--- config.mk ---
export PLATFORM = sky130hd
export DESIGN_NAME = mul_div_unit
export DESIGN_NICKNAME = d
export VERILOG_FILES = /design/src/rtl/mdu_pkg.sv /design/src/rtl/mul_div_unit.sv
export SDC_FILE = /design/constraint.sdc
export NUM_CORES = 1
export LEC_CHECK = 0
export CAP_MARGIN = 20
export CORE_MARGIN = 4
export CORE_UTILIZATION = 45
export DETAILED_ROUTE_END_ITERATION = 8
export GPL_TIMING_DRIVEN = 0
export HOLD_SLACK_MARGIN = 0.15
export PLACE_DENSITY = 0.74
export SLEW_MARGIN = 20
export SYNTH_ARGS = -nofsm -noshare
export SYNTH_HDL_FRONTEND = slang
export SYNTH_SLANG_ARGS = --single-unit
--- constraint.sdc ---
create_clock -name clk -period 9.7 [get_ports clk]
set_clock_uncertainty 0.05 [all_clocks]
set_input_delay 2.425 -clock clk [delete_from_list [all_inputs] [get_ports clk]]
set_output_delay 2.425 -clock clk [all_outputs]
set_load 0.02 [all_outputs]
--- src/rtl/mdu_pkg.sv ---
// Shared definitions for the multi-cycle multiply/divide unit:
// funct3 op codes, FSM state encoding and per-op signedness predicates.
package mdu_pkg;

  localparam logic [2:0] OP_MUL    = 3'd0;
  localparam logic [2:0] OP_MULH   = 3'd1;
  localparam logic [2:0] OP_MULHSU = 3'd2;
  localparam logic [2:0] OP_MULHU  = 3'd3;
  localparam logic [2:0] OP_DIV    = 3'd4;
  localparam logic [2:0] OP_DIVU   = 3'd5;
  localparam logic [2:0] OP_REM    = 3'd6;
  localparam logic [2:0] OP_REMU   = 3'd7;

  typedef enum logic [1:0] {
    IDLE = 2'd0,
    CALC = 2'd1,
    FIX  = 2'd2,
    DONE = 2'd3
  } state_e;

  function automatic logic is_div(input logic [2:0] op);
    return op[2];
  endfunction

  function automatic logic a_signed(input logic [2:0] op);
    return (op == OP_MULH) || (op == OP_MULHSU) || (op == OP_DIV) || (op == OP_REM);
  endfunction

  function automatic logic b_signed(input logic [2:0] op);
    return (op == OP_MULH) || (op == OP_DIV) || (op == OP_REM);
  endfunction

endpackage

--- src/rtl/mul_div_unit.sv ---
// Iterative radix-2 multiply/divide unit for RISC-V M-extension ops.
// Works on operand magnitudes for WIDTH steps, then applies signs in a FIX cycle.
module mul_div_unit
  import mdu_pkg::*;
#(
  parameter int WIDTH = 32,
  parameter int CNT_W = $clog2(WIDTH) + 1
) (
  input  logic             clk,
  input  logic             reset,
  input  logic             flush,
  input  logic             in_valid,
  output logic             in_ready,
  input  logic [2:0]       op,
  input  logic [WIDTH-1:0] a,
  input  logic [WIDTH-1:0] b,
  output logic             out_valid,
  output logic [WIDTH-1:0] result
);

  state_e               state_q, state_d;
  logic [2:0]           op_q, op_d;
  logic                 neg_q, neg_d;
  logic                 a_neg_q, a_neg_d;
  logic [CNT_W-1:0]     cnt_q, cnt_d;
  logic [2*WIDTH-1:0]   prod_q, prod_d;
  logic [WIDTH:0]       rem_q, rem_d;
  logic [WIDTH:0]       bmag_q, bmag_d;
  logic [WIDTH-1:0]     result_q, result_d;
  logic                 out_valid_q, out_valid_d;

  logic                 accept_s;
  logic                 a_neg_s, b_neg_s;
  logic [WIDTH:0]       a_ext_s, b_ext_s, amag_s, bmag_s;
  logic                 div_zero_s, ovf_s;
  logic [WIDTH-1:0]     spec_res_s;
  logic [WIDTH:0]       mul_sum_s;
  logic [2*WIDTH-1:0]   mul_next_s;
  logic [WIDTH:0]       div_shift_s;
  logic [WIDTH+1:0]     div_diff_s;
  logic                 div_ok_s;
  logic [2*WIDTH-1:0]   prod_fix_s;
  logic [WIDTH-1:0]     quot_fix_s, rem_fix_s, fix_res_s;

  assign in_ready  = (state_q == IDLE) && !reset;
  assign out_valid = out_valid_q && !flush;
  assign result    = result_q;

  // Operand decode at accept: signs, W+1-bit magnitudes and special cases
  always_comb begin
    accept_s   = in_valid && in_ready && !flush;
    a_neg_s    = a_signed(op) & a[WIDTH-1];
    b_neg_s    = b_signed(op) & b[WIDTH-1];
    a_ext_s    = {a_neg_s, a};
    b_ext_s    = {b_neg_s, b};
    amag_s     = a_neg_s ? (~a_ext_s + {{WIDTH{1'b0}}, 1'b1}) : a_ext_s;
    bmag_s     = b_neg_s ? (~b_ext_s + {{WIDTH{1'b0}}, 1'b1}) : b_ext_s;
    div_zero_s = is_div(op) && (b == {WIDTH{1'b0}});
    ovf_s      = ((op == OP_DIV) || (op == OP_REM)) &&
                 (a == {1'b1, {(WIDTH-1){1'b0}}}) && (b == {WIDTH{1'b1}});
    if (div_zero_s) begin
      spec_res_s = op[1] ? a : {WIDTH{1'b1}};
    end else begin
      spec_res_s = op[1] ? {WIDTH{1'b0}} : a;
    end
  end

  // One radix-2 iteration for each datapath, plus the sign fix-up
  always_comb begin
    mul_sum_s   = {1'b0, prod_q[2*WIDTH-1:WIDTH]} + bmag_q;
    mul_next_s  = prod_q[0] ? {mul_sum_s, prod_q[WIDTH-1:1]} : {1'b0, prod_q[2*WIDTH-1:1]};
    div_shift_s = {rem_q[WIDTH-1:0], prod_q[WIDTH-1]};
    div_diff_s  = {1'b0, div_shift_s} - {1'b0, bmag_q};
    // A set top bit means the shifted remainder already exceeds any divisor.
    div_ok_s    = rem_q[WIDTH] | ~div_diff_s[WIDTH+1];
    prod_fix_s  = neg_q ? (~prod_q + {{(2*WIDTH-1){1'b0}}, 1'b1}) : prod_q;
    quot_fix_s  = neg_q ? (~prod_q[WIDTH-1:0] + {{(WIDTH-1){1'b0}}, 1'b1}) : prod_q[WIDTH-1:0];
    rem_fix_s   = a_neg_q ? (~rem_q[WIDTH-1:0] + {{(WIDTH-1){1'b0}}, 1'b1}) : rem_q[WIDTH-1:0];
    case (op_q)
      OP_MUL:                       fix_res_s = prod_fix_s[WIDTH-1:0];
      OP_MULH, OP_MULHSU, OP_MULHU: fix_res_s = prod_fix_s[2*WIDTH-1:WIDTH];
      OP_DIV, OP_DIVU:              fix_res_s = quot_fix_s;
      OP_REM, OP_REMU:              fix_res_s = rem_fix_s;
      default:                      fix_res_s = {WIDTH{1'b0}};
    endcase
  end

  // FSM next state and datapath register updates
  always_comb begin
    state_d     = state_q;
    op_d        = op_q;
    neg_d       = neg_q;
    a_neg_d     = a_neg_q;
    cnt_d       = cnt_q;
    prod_d      = prod_q;
    rem_d       = rem_q;
    bmag_d      = bmag_q;
    result_d    = result_q;
    out_valid_d = 1'b0;
    case (state_q)
      IDLE: begin
        if (accept_s) begin
          op_d    = op;
          neg_d   = a_neg_s ^ b_neg_s;
          a_neg_d = a_neg_s;
          cnt_d   = {CNT_W{1'b0}};
          prod_d  = {{(WIDTH-1){1'b0}}, amag_s};
          rem_d   = {(WIDTH+1){1'b0}};
          bmag_d  = bmag_s;
          if (div_zero_s || ovf_s) begin
            state_d     = DONE;
            result_d    = spec_res_s;
            out_valid_d = 1'b1;
          end else begin
            state_d = CALC;
          end
        end else begin
          state_d = IDLE;
        end
      end
      CALC: begin
        cnt_d = cnt_q + {{(CNT_W-1){1'b0}}, 1'b1};
        if (is_div(op_q)) begin
          prod_d = {prod_q[2*WIDTH-1:WIDTH], prod_q[WIDTH-2:0], div_ok_s};
          rem_d  = div_ok_s ? div_diff_s[WIDTH:0] : div_shift_s;
        end else begin
          prod_d = mul_next_s;
        end
        state_d = (cnt_q == CNT_W'(WIDTH - 1)) ? FIX : CALC;
      end
      FIX: begin
        state_d     = DONE;
        result_d    = fix_res_s;
        out_valid_d = 1'b1;
      end
      DONE:    state_d = IDLE;
      default: state_d = IDLE;
    endcase
    if (flush) begin
      state_d     = IDLE;
      out_valid_d = 1'b0;
      result_d    = result_q;
    end else begin
      out_valid_d = out_valid_d;
    end
  end

  // State and datapath registers with synchronous reset
  always_ff @(posedge clk) begin
    if (reset) begin
      state_q     <= IDLE;
      op_q        <= 3'd0;
      neg_q       <= 1'b0;
      a_neg_q     <= 1'b0;
      cnt_q       <= {CNT_W{1'b0}};
      prod_q      <= {(2*WIDTH){1'b0}};
      rem_q       <= {(WIDTH+1){1'b0}};
      bmag_q      <= {(WIDTH+1){1'b0}};
      result_q    <= {WIDTH{1'b0}};
      out_valid_q <= 1'b0;
    end else begin
      state_q     <= state_d;
      op_q        <= op_d;
      neg_q       <= neg_d;
      a_neg_q     <= a_neg_d;
      cnt_q       <= cnt_d;
      prod_q      <= prod_d;
      rem_q       <= rem_d;
      bmag_q      <= bmag_d;
      result_q    <= result_d;
      out_valid_q <= out_valid_d;
    end
  end

endmodule

=== Word-level counts from Yosys, hierarchy flattened ===
Cells that the tools add are included.

* $add $sub $neg: 8
* Multipliers: 0
* Div/mod/pow operators: 0
* $lt $le $gt $ge: 0
* Equality and inequality tests: 21
* Shift-type cells: 0
* Multiplexer cells: 29
* Bitwise operators: 11
* Reductions and logical operators: 30

{| class="wikitable"
|+ Operators by type and width
! kind !! number
|-
| $mux 64 || 4
|-
| $mux 32 || 7
|-
| $mux 33 || 5
|-
| $pmux 32 s4 || 1
|-
| $pmux 64 s2 || 1
|-
| $add 33x1->33 const B || 2
|-
| $not 33->33 || 2
|-
| $pmux 33 s2 || 1
|-
| $add 32x1->32 const B || 2
|-
| $add 64x1->64 const B || 1
|-
| $eq 32x32->1 const B || 2
|-
| $not 32->32 || 2
|-
| $not 64->64 || 1
|-
| $pmux 32 s2 || 1
|-
| $sub 33x33->34 || 1
|-
| $add 32x33->33 || 1
|-
| $logic_not 32->1 || 1
|-
| $eq 3x3->1 const B || 6
|-
| $pmux 6 s2 || 1
|-
| $eq 3x2->1 const B || 3
|-
| $pmux 2 s4 || 1
|-
| $logic_and 1x1->1 || 7
|-
| $logic_or 1x1->1 || 7
|-
| $add 6x1->6 const B || 1
|-
| 23 further kinds || 38
|}

* Bits in registers: 176
* Bits in latches: 0
* Bits in writable memories: 0
* Memory bits (read-only): 0
* Output and inout bits: 34
* Logic and storage cells: 110
* Memories kept: 0

=== Depth between registers and ports, before layout ===
* Depth after elaboration: 10
* Gate-level depth with buffers: 14
* Mapped depth without buffers: 13

=== Worst setup path after synthesis ===
No wires, ideal clock.

* Path type: in2out
* Start point: input reset
* End point: output in_ready
* Data arrival time: 3.319 ns
* Data required time: 7.225 ns
* Setup slack: 3.906 ns
* Cell stages on the path: 3
* Buffers on the path: 2
* Path through: clkbuf_1 buf_1 nor3_1

* Word-level cells in the longest chain between the ends: 2

{| class="wikitable"
|+ Ends and longest elaborated chain
! item !! line !! RTL
|-
| start: declaration || mul_div_unit.sv:10 || <nowiki>input logic reset,</nowiki>
|-
| $logic_not 1->1 || mul_div_unit.sv:45 || <nowiki>assign in_ready = (state_q == IDLE) && !reset;</nowiki>
|-
| $logic_and 1x1->1 || mul_div_unit.sv:45 ||
|-
| end: declaration || mul_div_unit.sv:13 || <nowiki>output logic in_ready,</nowiki>
|}

Every way passes these cells.

=== Worst setup path after layout ===
Same ends and word-level chain as after synthesis.

==> results_tabular.tex <==
\begin{tabular}{lr}
\hline
Metric & Value \\
\hline
\multicolumn{2}{l}{\textbf{Floorplanning}} \\
Effective utilization at floorplan & 0.457 \\
Number of placement rows & 67 \\
Total die area & 37100 sq um \\
Number of top-level pins & between 100 and 150 \\
Floorplan Core Area & approximately 34000 sq um \\
Chip Height & 193 um \\
DIE WIDTH & between 150 and 200 um \\
\multicolumn{2}{l}{\textbf{Critical path}} \\
CP Class & in2out \\
Cell repeated most along the worst path & clkdlybuf4s50\_1 \\
Critical Path Start Type & input port \\
Chain of cells forming the critical path & clkdlybuf4s50\_1, clkbuf\_1, buf\_1, nor3\_1, clkdlybuf4s50\_1 \\
Critical path fanouts, max & 10 \\
Critical Path End Type & output pin \\
Worst reg2reg path startpoint & prod\_q[0]\$\_SDFFE\_PP0P\_ \\
Slowest stage cell on the critical path & clkbuf\_1 \\
Data arrival time of the worst path & $\sim$5 ns \\
Timing startpoint of the critical path & reset \\
Delay of the slowest cell on the worst path & $\sim$0.58 ns \\
Data required time of the critical path & 7.23 ns \\
\multicolumn{2}{l}{\textbf{Synth}} \\
Dominant combinational cell family by area after synthesis & compound AO/OA/AOI/OAI gates \\
Yosys reg bits & between 150 and 200 \\
Sequential share of the synthesized area & 0.230 \\
Arithmetic-cell share of the synthesized area counting full adders, half adders and majority gates & 0.0743 \\
EDFF count, synth & 0 \\
Yosys warning total & 0 \\
Synthesized area & $\sim$15000 sq um \\
Avg Cell Area, Syn & between 7 and 8 sq um \\
Most instantiated flip-flop cell in the synthesis netlist & dfxtp\_1 \\
Share of the synthesized area in compound gates (AO/OA/AOI/OAI) & 0.299 \\
Most instantiated cells after synthesis & nor2\_1 (197), dfxtp\_1 (176), a21oi\_1 (166), o21ai\_0 (166), nand2\_1 (160) \\
Proportion of synthesized area in mux cells & 0.0317 \\
Xor/xnor cell area share of the yosys netlist & 0.101 \\
Cell with the most instances after synthesis & nor2\_1 \\
Async set or reset register ratio after synthesis & 0 \\
Share of synthesized cell area in and, or, nand and nor gates & 0.204 \\
Leading cell types by total area after synthesis & dfxtp\_1 (23\%), ha\_1 (5.8\%), a21oi\_1 (5.4\%) \\
Post-synthesis cell count & approximately 2100 \\
Distinct cell type count after synthesis & between 90 and 100 \\
Library cell occupying the most area in the post-synthesis netlist & dfxtp\_1 \\
Post-Synthesis Net Count & $\sim$2200 \\
Share of the synthesized area in the top cell type & 0.230 \\
\multicolumn{2}{l}{\textbf{Layout}} \\
Number of diodes added for antenna fixing & 0 \\
Final cell count without fillers & between 2000 and 3000 \\
Area added between synthesis and finish & 14.4\% \\
Share of cells above drive strength 1 & 0.0420 \\
Nets & approximately 2300 \\
\multicolumn{2}{l}{\textbf{Place}} \\
Final HPWL DP & $\sim$51 mm \\
Total placed cells including tap cells & approximately 2600 \\
Final weighted congestion of routability-driven global placement & approximately 1.0 \\
\# port buffers & around 100 \\
\multicolumn{2}{l}{\textbf{Timing}} \\
Fraction of the cycle the final worst path needs & 0.757 \\
Sum of negative setup slack & 0 ns \\
Worst hold slack after final layout & 0.398 ns \\
Slew margin rel. & 0.226 \\
Max-slew violation count & 0 \\
Transition at the pin with the smallest max-transition slack & approximately 1.2 ns \\
Number of hold violations in the final report & 0 \\
\# setup viols final & 0 \\
Setup repair after global routing missed its margin & false \\
Post-layout minimum cycle time & $\sim$7.3 ns \\
Maximum achievable frequency & 136 MHz \\
\multicolumn{2}{l}{\textbf{Drt}} \\
Number of vias per cell & 6.39 \\
Initial DRC Count & 2013 \\
DRT antenna net count & 0 \\
Detailed Route WL & 63.2 mm \\
Count of unresolved DRC violations after routing & 0 \\
Detailed-route via count & about 17000 \\
Detailed Routing Iterations Pass 1 & 6 \\
Final routed wire length divided by cell count & around 24 um \\
\multicolumn{2}{l}{\textbf{Status}} \\
Status & finished clean \\
\multicolumn{2}{l}{\textbf{Power and ir drop}} \\
Static leakage & roughly 6.3 nW \\
IR Drop Worst-Case VDD & roughly 0.00012 V \\
Power density relative to cell area & 113 nW/um\^{}2 \\
Total design power & 1.99 mW \\
\multicolumn{2}{l}{\textbf{GRT}} \\
Pin count of the biggest net entering global routing & 19 \\
Antenna violations before repair & 1 \\
Number of global-route vias before repair & around 16000 \\
Total Routing Usage GR & 0.333 \\
Global-route wire length before repair & 94.4 mm \\
Overall overflow remaining after global route & 0 \\
\multicolumn{2}{l}{\textbf{CTS}} \\
Post-CTS setup buffers & 0 \\
TritonCTS Buffers & 17 \\
Clock-pin slew of the registers on the worst-case setup and hold paths & 0.06 ns \\
Clock tree from TritonCTS & done \\
Hold\_buf cts & 0 \\
Clock latency reported for the late side of the worst-skew pair & about 0.46 ns \\
H-tree Lvls & 4 \\
Cell at the root of the clock tree & clkbuf\_16 \\
Count of instances resized after the clock tree is built & 0 \\
Number of sinks driven by the clock tree & 176 \\
Max Buffers Root-to-Sink & 2 \\
\multicolumn{2}{l}{\textbf{Hold path}} \\
Class of the tightest hold or removal check & reg2reg \\
Launch instance of the worst min-delay path & result[15]\$\_SDFFE\_PP0P\_ \\
\multicolumn{2}{l}{\textbf{Flow run}} \\
Count of maximum capacitance violations & 0 \\
\hline
\end{tabular}
[path summary, 6_finish.rpt]
kind                            slack, ns                 endpoint  cells after the start
worst max-delay path                 2.35                 in_ready                      5
worst min-delay path                 0.40  result[15]$_SDFFE_PP0P_                      2
worst max register to register       4.73   result[0]$_SDFFE_PP0P_                     13
worst min register to register       0.40  result[15]$_SDFFE_PP0P_                      2
[cell families (layout without fill, tap and decap cells)]
kind of cell | after synthesis | count (layout)
buffers and inverters | 224 | 358
AO/OA/AOI/OAI | 698 | 698
multiplexers | 48 | 48
adder cells (fa/ha/maj) | 94 | 94
AND/OR/NAND/NOR | 640 | 640
XOR/XNOR | 177 | 177
flip-flops | 176 | 176
[per-layer routing]
layer / vias to the layer above / global-route usage / share of wire
met4: 2 / 0.196 / 0.067
li1: 7889 / - / -
met3: 196 / 0.0595 / 0.087
met1: 7923 / 0.416 / 0.40
met2: 862 / 0.536 / 0.45
met5: - / 0 / 0.00019
[critical path, delay by kind of cell]
kind | cells | cell delay, ns
and+or+nand+nor | 1 | 0.16
buffers and inverters | 4 | 2.29
[cell type report]
cell class | instances | area, sq um
Multi-Input combinational cell | 1657 | 10900
Timing Repair Buffer | 102 | 1020
Clock buffer | 18 | 439
Clock inverter | 14 | 185
Fill cell | 3359 | 16000
Inverter | 69 | 259
Tap cell | 448 | 561
Sequential cell | 176 | 3520
Buffer | 155 | 662
[cells in the final DEF, fill, tap and decap left out, types with 21 or more instances in the layout]
master	count
clkdlybuf4s50_1	102
o21ai_0	166
a31oi_1	21
a21o_1	28
nand2b_1	22
or4_1	23
or3_1	29
nand4_1	24
nand2_1	160
nand3_1	40
clkbuf_1	115
maj3_1	21
a211oi_1	101
a21oi_1	166
o41ai_1	22
mux2i_1	44
nor3_1	46
inv_1	68
xor2_1	93
nor2_1	197
o31ai_1	32
xnor2_1	84
nor4_1	21
ha_1	71
dfxtp_1	176
[stage by stage]
stage | worst slack [ns] | util | instance area [sq um]
5_1_grt | 2.37 | 0.523 | 17500
2_1_floorplan | 3.91 | - | 15300
6_report | 2.35 | 0.523 | 17500
3_3_place_gp | 2.48 | 0.504 | 16900
4_1_cts | 2.44 | 0.523 | 17500
3_5_place_dp | 2.47 | 0.504 | 16900
[power by group]
| group | switching [mW] | total (mW) | internal (mW) |
|---|---|---|---|
| combinational | 0.296 | 0.471 | 0.175 |
| clock | 0.354 | 0.756 | 0.402 |
| sequential | 0.0242 | 0.762 | 0.738 |
[flip-flops by register name (all words and copies together), names as in the netlist]
signal / count
prod_q: 64
bmag_q: 33
rem_q: 33
result: 32
cnt_q: 6
op_q: 3
state_q: 2
a_neg_q: 1
neg_q: 1
out_valid_q: 1
(Power assumes the default switching activity.)
